`src/rtl/bp_fe_bht_ctrl_if.sv`:
```
// Update channel from the backend branch-resolution logic into the BHT controller.
// The master side drives a resolved branch; the slave side accepts it through upd_ready.
interface bp_fe_bht_ctrl_if #(
    parameter int unsigned bht_idx_width_p = 8
);

    logic                       upd_v;
    logic [bht_idx_width_p-1:0] upd_idx;
    logic                       upd_correct;
    logic                       upd_ready;

    modport master (
        output upd_v,
        output upd_idx,
        output upd_correct,
        input  upd_ready
    );

    modport slave (
        input  upd_v,
        input  upd_idx,
        input  upd_correct,
        output upd_ready
    );

endinterface

```
`src/rtl/bp_fe_bht_ctrl.sv`:
```
// Front-end BHT controller: init sweep, buffered counter updates and read gating/hazards.
// Owns the BHT write port (init or update, never both) and qualifies the predict read.
module bp_fe_bht_ctrl #(
    parameter int unsigned bht_idx_width_p = 8,
    parameter int unsigned upd_fifo_els_p  = 2
) (
    input  logic                       clk_i,
    input  logic                       reset_i,
    input  logic                       init_i,

    bp_fe_bht_ctrl_if.slave            upd,

    input  logic                       r_v_i,
    input  logic [bht_idx_width_p-1:0] r_idx_i,

    output logic                       bht_w_v_o,
    output logic [bht_idx_width_p-1:0] bht_idx_w_o,
    output logic                       bht_correct_o,
    output logic                       bht_init_v_o,
    output logic                       bht_r_v_o,
    output logic [bht_idx_width_p-1:0] bht_r_idx_o,
    output logic                       hazard_o,
    output logic                       busy_o
);

    localparam int unsigned PtrW = $clog2(upd_fifo_els_p);

    localparam logic [PtrW:0]                FifoEls = (PtrW + 1)'(upd_fifo_els_p);
    localparam logic [bht_idx_width_p-1:0]   LastIdx = '1;

    typedef enum logic [1:0] {
        StReset,
        StInit,
        StReady
    } state_e;

    state_e                     state_q, state_d;
    logic [bht_idx_width_p-1:0] cnt_q, cnt_d;

    logic [bht_idx_width_p-1:0] idx_mem [upd_fifo_els_p];
    logic                       corr_mem [upd_fifo_els_p];
    logic [PtrW-1:0]            wptr_q, wptr_d;
    logic [PtrW-1:0]            rptr_q, rptr_d;
    logic [PtrW:0]              count_q, count_d;

    logic                       in_ready;
    logic                       in_init;
    logic                       fifo_empty;
    logic                       fifo_full;
    logic                       flush;
    logic                       enq;
    logic                       deq;
    logic                       upd_ready;
    logic [bht_idx_width_p-1:0] head_idx;
    logic                       head_correct;
    logic                       match;

    // ---------------------------------------------------------------------------------------
    // Control FSM
    // ---------------------------------------------------------------------------------------

    always_comb begin
        state_d = state_q;
        cnt_d   = cnt_q;
        if (reset_i) begin
            state_d = StReset;
            cnt_d   = '0;
        end else begin
            case (state_q)
                StReset: begin
                    state_d = StInit;
                    cnt_d   = '0;
                end
                StInit: begin
                    // A re-init request mid-sweep restarts from entry 0.
                    if (init_i) begin
                        cnt_d = '0;
                    end else if (cnt_q == LastIdx) begin
                        state_d = StReady;
                        cnt_d   = '0;
                    end else begin
                        cnt_d = cnt_q + 1'b1;
                    end
                end
                StReady: begin
                    if (init_i) begin
                        state_d = StInit;
                        cnt_d   = '0;
                    end
                end
                default: begin
                    state_d = StReset;
                    cnt_d   = '0;
                end
            endcase
        end
    end

    always_ff @(posedge clk_i) begin
        state_q <= state_d;
        cnt_q   <= cnt_d;
    end

    // ---------------------------------------------------------------------------------------
    // Update FIFO
    // ---------------------------------------------------------------------------------------

    assign in_ready   = ~reset_i & (state_q == StReady);
    assign in_init    = ~reset_i & (state_q == StInit);
    assign fifo_empty = (count_q == '0);
    assign fifo_full  = (count_q == FifoEls);

    // Acceptance ignores a same-cycle dequeue so upd_ready never depends on the write port.
    assign upd_ready     = in_ready & ~fifo_full & ~init_i;
    assign upd.upd_ready = upd_ready;
    assign enq           = upd.upd_v & upd_ready;
    assign deq           = in_ready & ~init_i & ~fifo_empty;

    // Leaving READY for INIT drops everything still buffered.
    assign flush = reset_i | (in_ready & init_i);

    assign head_idx     = idx_mem[rptr_q];
    assign head_correct = corr_mem[rptr_q];

    always_comb begin
        wptr_d  = wptr_q;
        rptr_d  = rptr_q;
        count_d = count_q;
        if (flush) begin
            wptr_d  = '0;
            rptr_d  = '0;
            count_d = '0;
        end else begin
            if (enq) begin
                wptr_d = wptr_q + 1'b1;
            end
            if (deq) begin
                rptr_d = rptr_q + 1'b1;
            end
            case ({enq, deq})
                2'b10:   count_d = count_q + 1'b1;
                2'b01:   count_d = count_q - 1'b1;
                default: count_d = count_q;
            endcase
        end
    end

    always_ff @(posedge clk_i) begin
        wptr_q  <= wptr_d;
        rptr_q  <= rptr_d;
        count_q <= count_d;
    end

    always_ff @(posedge clk_i) begin
        if (enq) begin
            idx_mem[wptr_q]  <= upd.upd_idx;
            corr_mem[wptr_q] <= upd.upd_correct;
        end
    end

    // ---------------------------------------------------------------------------------------
    // Read-after-pending-write hazard
    // ---------------------------------------------------------------------------------------

    always_comb begin
        logic [PtrW-1:0] offset;
        match  = 1'b0;
        offset = '0;
        for (int unsigned i = 0; i < upd_fifo_els_p; i++) begin
            // Slot i is live when its distance from the head is below the occupancy.
            offset = PtrW'(i) - rptr_q;
            if (({1'b0, offset} < count_q) && (idx_mem[i] == r_idx_i)) begin
                match = 1'b1;
            end
        end
    end

    // ---------------------------------------------------------------------------------------
    // Outputs
    // ---------------------------------------------------------------------------------------

    always_comb begin
        bht_w_v_o     = 1'b0;
        bht_idx_w_o   = '0;
        bht_correct_o = 1'b0;
        bht_init_v_o  = 1'b0;
        if (in_init) begin
            bht_init_v_o = 1'b1;
            bht_idx_w_o  = cnt_q;
        end else if (deq) begin
            bht_w_v_o     = 1'b1;
            bht_idx_w_o   = head_idx;
            bht_correct_o = head_correct;
        end
    end

    assign bht_r_v_o   = r_v_i & in_ready;
    assign bht_r_idx_o = r_idx_i;
    assign hazard_o    = r_v_i & in_ready & match;
    assign busy_o      = ~in_ready;

endmodule
```
`src/flat_wrapper.sv`:
```
// flat-port wrapper written by rule: the top's interface ports become plain ports
module bp_fe_bht_ctrl_flat 
#(
    parameter int unsigned bht_idx_width_p = 8,
    parameter int unsigned upd_fifo_els_p  = 2
)
  (clk_i, reset_i, init_i, r_v_i, r_idx_i, bht_w_v_o, bht_idx_w_o, bht_correct_o, bht_init_v_o, bht_r_v_o, bht_r_idx_o, hazard_o, busy_o, upd_upd_v, upd_upd_idx, upd_upd_correct, upd_upd_ready);
  bp_fe_bht_ctrl_if #(.bht_idx_width_p(bht_idx_width_p)) upd_i ();
  input  logic clk_i;
  input  logic reset_i;
  input  logic init_i;
  input  logic r_v_i;
  input  logic [bht_idx_width_p-1:0] r_idx_i;
  output logic bht_w_v_o;
  output logic [bht_idx_width_p-1:0] bht_idx_w_o;
  output logic bht_correct_o;
  output logic bht_init_v_o;
  output logic bht_r_v_o;
  output logic [bht_idx_width_p-1:0] bht_r_idx_o;
  output logic hazard_o;
  output logic busy_o;
  input wire logic [$bits(upd_i.upd_v)-1:0] upd_upd_v;
  input wire logic [$bits(upd_i.upd_idx)-1:0] upd_upd_idx;
  input wire logic [$bits(upd_i.upd_correct)-1:0] upd_upd_correct;
  output wire logic [$bits(upd_i.upd_ready)-1:0] upd_upd_ready;
  assign upd_i.upd_v = upd_upd_v;
  assign upd_i.upd_idx = upd_upd_idx;
  assign upd_i.upd_correct = upd_upd_correct;
  assign upd_upd_ready = upd_i.upd_ready;
  bp_fe_bht_ctrl #(.bht_idx_width_p(bht_idx_width_p), .upd_fifo_els_p(upd_fifo_els_p)) u_core (.clk_i(clk_i), .reset_i(reset_i), .init_i(init_i), .upd(upd_i), .r_v_i(r_v_i), .r_idx_i(r_idx_i), .bht_w_v_o(bht_w_v_o), .bht_idx_w_o(bht_idx_w_o), .bht_correct_o(bht_correct_o), .bht_init_v_o(bht_init_v_o), .bht_r_v_o(bht_r_v_o), .bht_r_idx_o(bht_r_idx_o), .hazard_o(hazard_o), .busy_o(busy_o));
endmodule
```
`config.mk`:
```
export PLATFORM = sky130hd
export DESIGN_NAME = bp_fe_bht_ctrl_flat
export DESIGN_NICKNAME = d
export VERILOG_FILES = /design/src/rtl/bp_fe_bht_ctrl_if.sv /design/src/rtl/bp_fe_bht_ctrl.sv /design/src/flat_wrapper.sv
export SDC_FILE = /design/constraint.sdc
export NUM_CORES = 1
export LEC_CHECK = 0
export ABC_CLOCK_PERIOD_IN_PS = 2130
export CAP_MARGIN = 40
export CORE_MARGIN = 2
export CORE_UTILIZATION = 62
export DETAILED_ROUTE_END_ITERATION = 10
export DONT_BUFFER_PORTS = 1
export GPL_TIMING_DRIVEN = 0
export PLACE_DENSITY = 0.81
export SLEW_MARGIN = 40
export SYNTH_ARGS = -nofsm -noshare
export SYNTH_HDL_FRONTEND = slang
export SYNTH_SLANG_ARGS = --single-unit
export TNS_END_PERCENT = 10
```
`constraint.sdc`:
```
create_clock -name clk_i -period 2.13 [get_ports clk_i]
set_input_delay 0.426 -clock clk_i [delete_from_list [all_inputs] [get_ports clk_i]]
set_output_delay 0.426 -clock clk_i [all_outputs]
set_load 0.05 [all_outputs]
```
==> impl_results.rst <==
.. list-table::
   :header-rows: 1

   * - Metric
     - Value
   * - Worst Path Class, Setup
     - flop to output port
   * - Yosys top cell area share
     - 0.313
   * - Slew of the pin with the lowest slew margin
     - 0.829 ns
   * - Via count normalized by instance count
     - 5.97
   * - Flop pwr share
     - 0.540
   * - Setup Viol. Count Final
     - 10
   * - Reg-to-reg endpoint
     - u_core.count_q[1]
   * - Sequential area share after synthesis
     - 0.487
   * - Total number of yosys warnings
     - 0
   * - Effective utilization at floorplan
     - 0.638
   * - Number of buffers created by CTS
     - 5
   * - Final period demand of the worst path
     - 2.82 ns
   * - Area of the die
     - 0.00323 sq mm
   * - Post-Synthesis Cells
     - 161
   * - Number of buffers on the longest clock path
     - 2
   * - Critical path's slowest cell
     - sky130_fd_sc_hd__o41ai_4
   * - Clk Latency, worst-skew pair
     - 0.35 ns
   * - Worst setup path start
     - u_core.state_q[0]
   * - Final wirelength
     - 3700 microns
   * - Tightest hold margin
     - 0.152 ns
   * - Ratio of final minimum period to clock period
     - 1.32
   * - Clock tree skew after final layout
     - 0.0156 ns
   * - Ys async rst share
     - 0
   * - Slowest cell delay on critical path
     - 0.67 ns
   * - Post-route total power
     - 1.24 mW
   * - Worst reg2reg path startpoint
     - u_core.state_q[0]
   * - Max Cap Violations
     - 0
   * - Net Count, Synth
     - 185
   * - Worst slew margin
     - 0.447
   * - Net Sw Power
     - 0.269 mW
   * - Cell type with the largest total area after synthesis
     - sky130_fd_sc_hd__edfxtp_1
   * - Number of design rule violations left after detail routing
     - 0
   * - Post-Synthesis Mean Instance Area
     - 10.7 sq um
   * - Pin count of the biggest net entering global routing
     - 11
   * - Sink count of the clock tree
     - 33
   * - Crit end category
     - output port
   * - First-pass iteration count of the detailed router
     - 4
   * - Die Span Y
     - 56.8 microns
   * - Violations in the final reports
     - negative setup slack
   * - Total congestion overflow after global routing
     - 0
   * - Unrepaired setup endpoints after global routing
     - true
   * - Critical Path Fanout Max
     - 3
   * - Crit-path cells
     - or3b_4, nor2_4, nand4_1, o41ai_4
   * - Hold-fix buffers at CTS
     - 0
   * - IO Port Bufs
     - 0
   * - Site row count
     - 19
   * - Combined area of all synthesized cells
     - 0.00173 sq mm
   * - # H-tree levels
     - 2
   * - Final ANT Viol Nets
     - 0
   * - Die width
     - 56.8 microns
   * - # nets final
     - 196
   * - Count of cells along the worst hold path
     - 1
   * - CTS root buffer
     - sky130_fd_sc_hd__clkbuf_4
   * - DP Wirelength
     - 2530 microns
   * - Core Region
     - 0.00271 sq mm
   * - IO Pins
     - 45
   * - Clock transition at the registers of the reported paths
     - 0.09 ns
   * - Leakage component of the power
     - 0.718 nW
   * - Number of endpoints with negative hold slack in the final report
     - 0
   * - Top-count cell post-synth
     - sky130_fd_sc_hd__xor2_1
   * - FF+latch count, synth
     - 33
   * - Post-synth top cells
     - sky130_fd_sc_hd__xor2_1 (21), sky130_fd_sc_hd__edfxtp_1 (18), sky130_fd_sc_hd__dfxtp_1 (15)
   * - Maximum achievable frequency
     - 0.355 GHz
   * - Count of flip-flops with a built-in enable after synthesis
     - 18
   * - Data arrival time of the worst path
     - 2.39 ns
   * - Setup crit start kind
     - flop
   * - Depth of the worst register-to-register path
     - 7
   * - Worst setup slack after layout
     - -0.690 ns
   * - Distinct cell type count of the synthesized netlist
     - 39
   * - Global-route wire length before repair
     - 5620 microns
   * - Detailed-route via count
     - 1,217
   * - Utilization after layout
     - 0.750
   * - Top FF cell, synth
     - sky130_fd_sc_hd__edfxtp_1
   * - Pint
     - 0.975 mW
   * - Number of antenna violations at the first check in global routing
     - 0
   * - Max VDD drop
     - 0.686 mV
   * - Buf+Inv Stages, Crit Path
     - 0
   * - Required time at the endpoint of the critical path
     - 1.70 ns
   * - Syn-to-layout area delta
     - 17.7%
   * - Count of pins over their slew limit
     - 0
   * - Worst reg-to-reg setup slack
     - 0.15 ns
   * - Hold Crit Start
     - reset_i
   * - Top cells by area, synth
     - sky130_fd_sc_hd__edfxtp_1 (31%), sky130_fd_sc_hd__dfxtp_1 (17%), sky130_fd_sc_hd__xor2_1 (11%)
   * - Worst path top cell family by delay
     - simple AND/OR/NAND/NOR gates
   * - Min-Delay Endpoint
     - u_core.state_q[0]
   * - Avg WL per Cell
     - 18.1 microns
   * - Vias in the first global route
     - 1,217
   * - Fraction of power consumed by the clock network
     - 0.394
   * - Diode count
     - 0
   * - Iteration-0 DRC count of the detailed router
     - 35
   * - TritonCTS clock tree
     - built
   * - Outcome
     - finished, violations left
   * - Layout cells sized above 1
     - 0.283
   * - Combinational share of power
     - 0.066
   * - Gr usage total
     - 0.240
   * - Power density over the cells
     - 612 mW/mm^2
   * - Routability congestion estimate from global placement
     - 0.751
   * - Sw Ratio
     - 0.216
   * - Min-delay worst type
     - input port to flop
flip-flops by register name, summed over array words and instances, names as in the netlist, named ones only:
register	flops
u_core.wptr_q	1
u_core.state_q	2
u_core.rptr_q	1
u_core.idx_mem	16
u_core.corr_mem	2
u_core.cnt_q	8
u_core.count_q	2
how the worst max path moves through the flow:
| stage | endpoint | slack [ns] | cells past startpoint |
|---|---|---|---|
| finish | hazard_o | -0.69 | 4 |
| global route | hazard_o | -0.72 | 4 |
| CTS | hazard_o | -0.80 | 4 |
| detailed placement | hazard_o | -0.52 | 4 |
| global placement | hazard_o | -0.49 | 4 |
| floorplan | hazard_o | -0.38 | 4 |
final cells by class:
cell class,instances,area (sq um)
buffer,11,87.6
multi-input combinational,111,921
clock inverter,1,30.0
inverter,7,30.0
timing repair buffer,3,22.5
fill,175,677
tap,31,38.8
clock buffer,7,55.1
sequential,33,848
what timing repair did:
item | 4_1_cts | 5_1_grt
buffers inserted | 3 | 0
setup endpoints to repair | 21 | 13
pin swaps | 13 | 3
endpoints found under the hold margin | 0 | 0
gates resized for setup | 20 | 3
gates cloned | 1 | 0
layout by cell type, fill, tap and decap left out, types with 2 or more instances in the layout:
master / count
sky130_fd_sc_hd__nand2_1: 9
sky130_fd_sc_hd__nor4_1: 2
sky130_fd_sc_hd__nand3_1: 3
sky130_fd_sc_hd__o21ai_4: 6
sky130_fd_sc_hd__xor2_1: 21
sky130_fd_sc_hd__edfxtp_1: 18
sky130_fd_sc_hd__nor2_2: 2
sky130_fd_sc_hd__dfxtp_4: 2
sky130_fd_sc_hd__o21ai_0: 3
sky130_fd_sc_hd__nor3_1: 3
sky130_fd_sc_hd__buf_4: 11
sky130_fd_sc_hd__xnor2_1: 4
sky130_fd_sc_hd__ha_1: 2
sky130_fd_sc_hd__a22o_1: 2
sky130_fd_sc_hd__mux2i_1: 9
sky130_fd_sc_hd__and3_1: 2
sky130_fd_sc_hd__nor2_1: 10
sky130_fd_sc_hd__a21oi_1: 3
sky130_fd_sc_hd__nand4_1: 3
sky130_fd_sc_hd__clkbuf_4: 5
sky130_fd_sc_hd__inv_1: 6
sky130_fd_sc_hd__o21ai_2: 3
sky130_fd_sc_hd__buf_6: 2
sky130_fd_sc_hd__nor2_4: 2
sky130_fd_sc_hd__nand2_2: 2
sky130_fd_sc_hd__dfxtp_1: 13
power groups by stage:
stage	logic (mW)	registers [mW]	clock network [mW]
after floorplan	0.0694	0.688	0
after global placement	0.0746	0.689	0
after detailed placement	0.0754	0.689	0
after CTS	0.0813	0.672	0.490
after global routing	0.0855	0.672	0.513
final	0.0818	0.672	0.491
per-layer routing:
metal / up-vias / part of all wire / routed length, microns / global-route usage
li1: 586 / - / - / -
met3: 12 / 0.076 / 280 / 0.118
met4: 0 / 0.031 / 114 / 0.0864
met1: 581 / 0.40 / 1470 / 0.274
met5: - / 0 / 0 / 0
met2: 38 / 0.50 / 1840 / 0.389
worst register-to-register path, cell delays in order (launching register included):
cell and delay, ns:
sky130_fd_sc_hd__dfxtp_4 0.36, sky130_fd_sc_hd__buf_4 0.15, sky130_fd_sc_hd__nor4b_4 0.26, sky130_fd_sc_hd__buf_4 0.19, sky130_fd_sc_hd__nand3_2 0.13, sky130_fd_sc_hd__ha_1 0.34, sky130_fd_sc_hd__or3_1 0.35, sky130_fd_sc_hd__a21oi_1 0.14
through the flow:
stage | instance area [sq um] | setup slack (ns) | TNS [ns] | std cells
2_1_floorplan | 1740 | -0.376 | -1.54 | 161
3_3_place_gp | 1780 | -0.491 | -3.21 | 192
3_5_place_dp | 1810 | -0.519 | -2.07 | 192
4_1_cts | 2010 | -0.804 | -2.03 | 204
5_1_grt | 2030 | -0.724 | -2.80 | 204
6_report | 2030 | -0.690 | -2.01 | 204
kinds of logic (layout without fill, tap and decap cells):
kind of cell	count (synthesis)	count (layout)	synth area share
xor+xnor	25	25	0.127
fa+ha+maj	2	2	0.0145
flops	33	33	0.487
buf+inv	18	29	0.0615
simple gates	49	50	0.167
mux	9	9	0.0521
compound gates	25	25	0.0913
No activity file was read; power rests on OpenSTA's default activity.
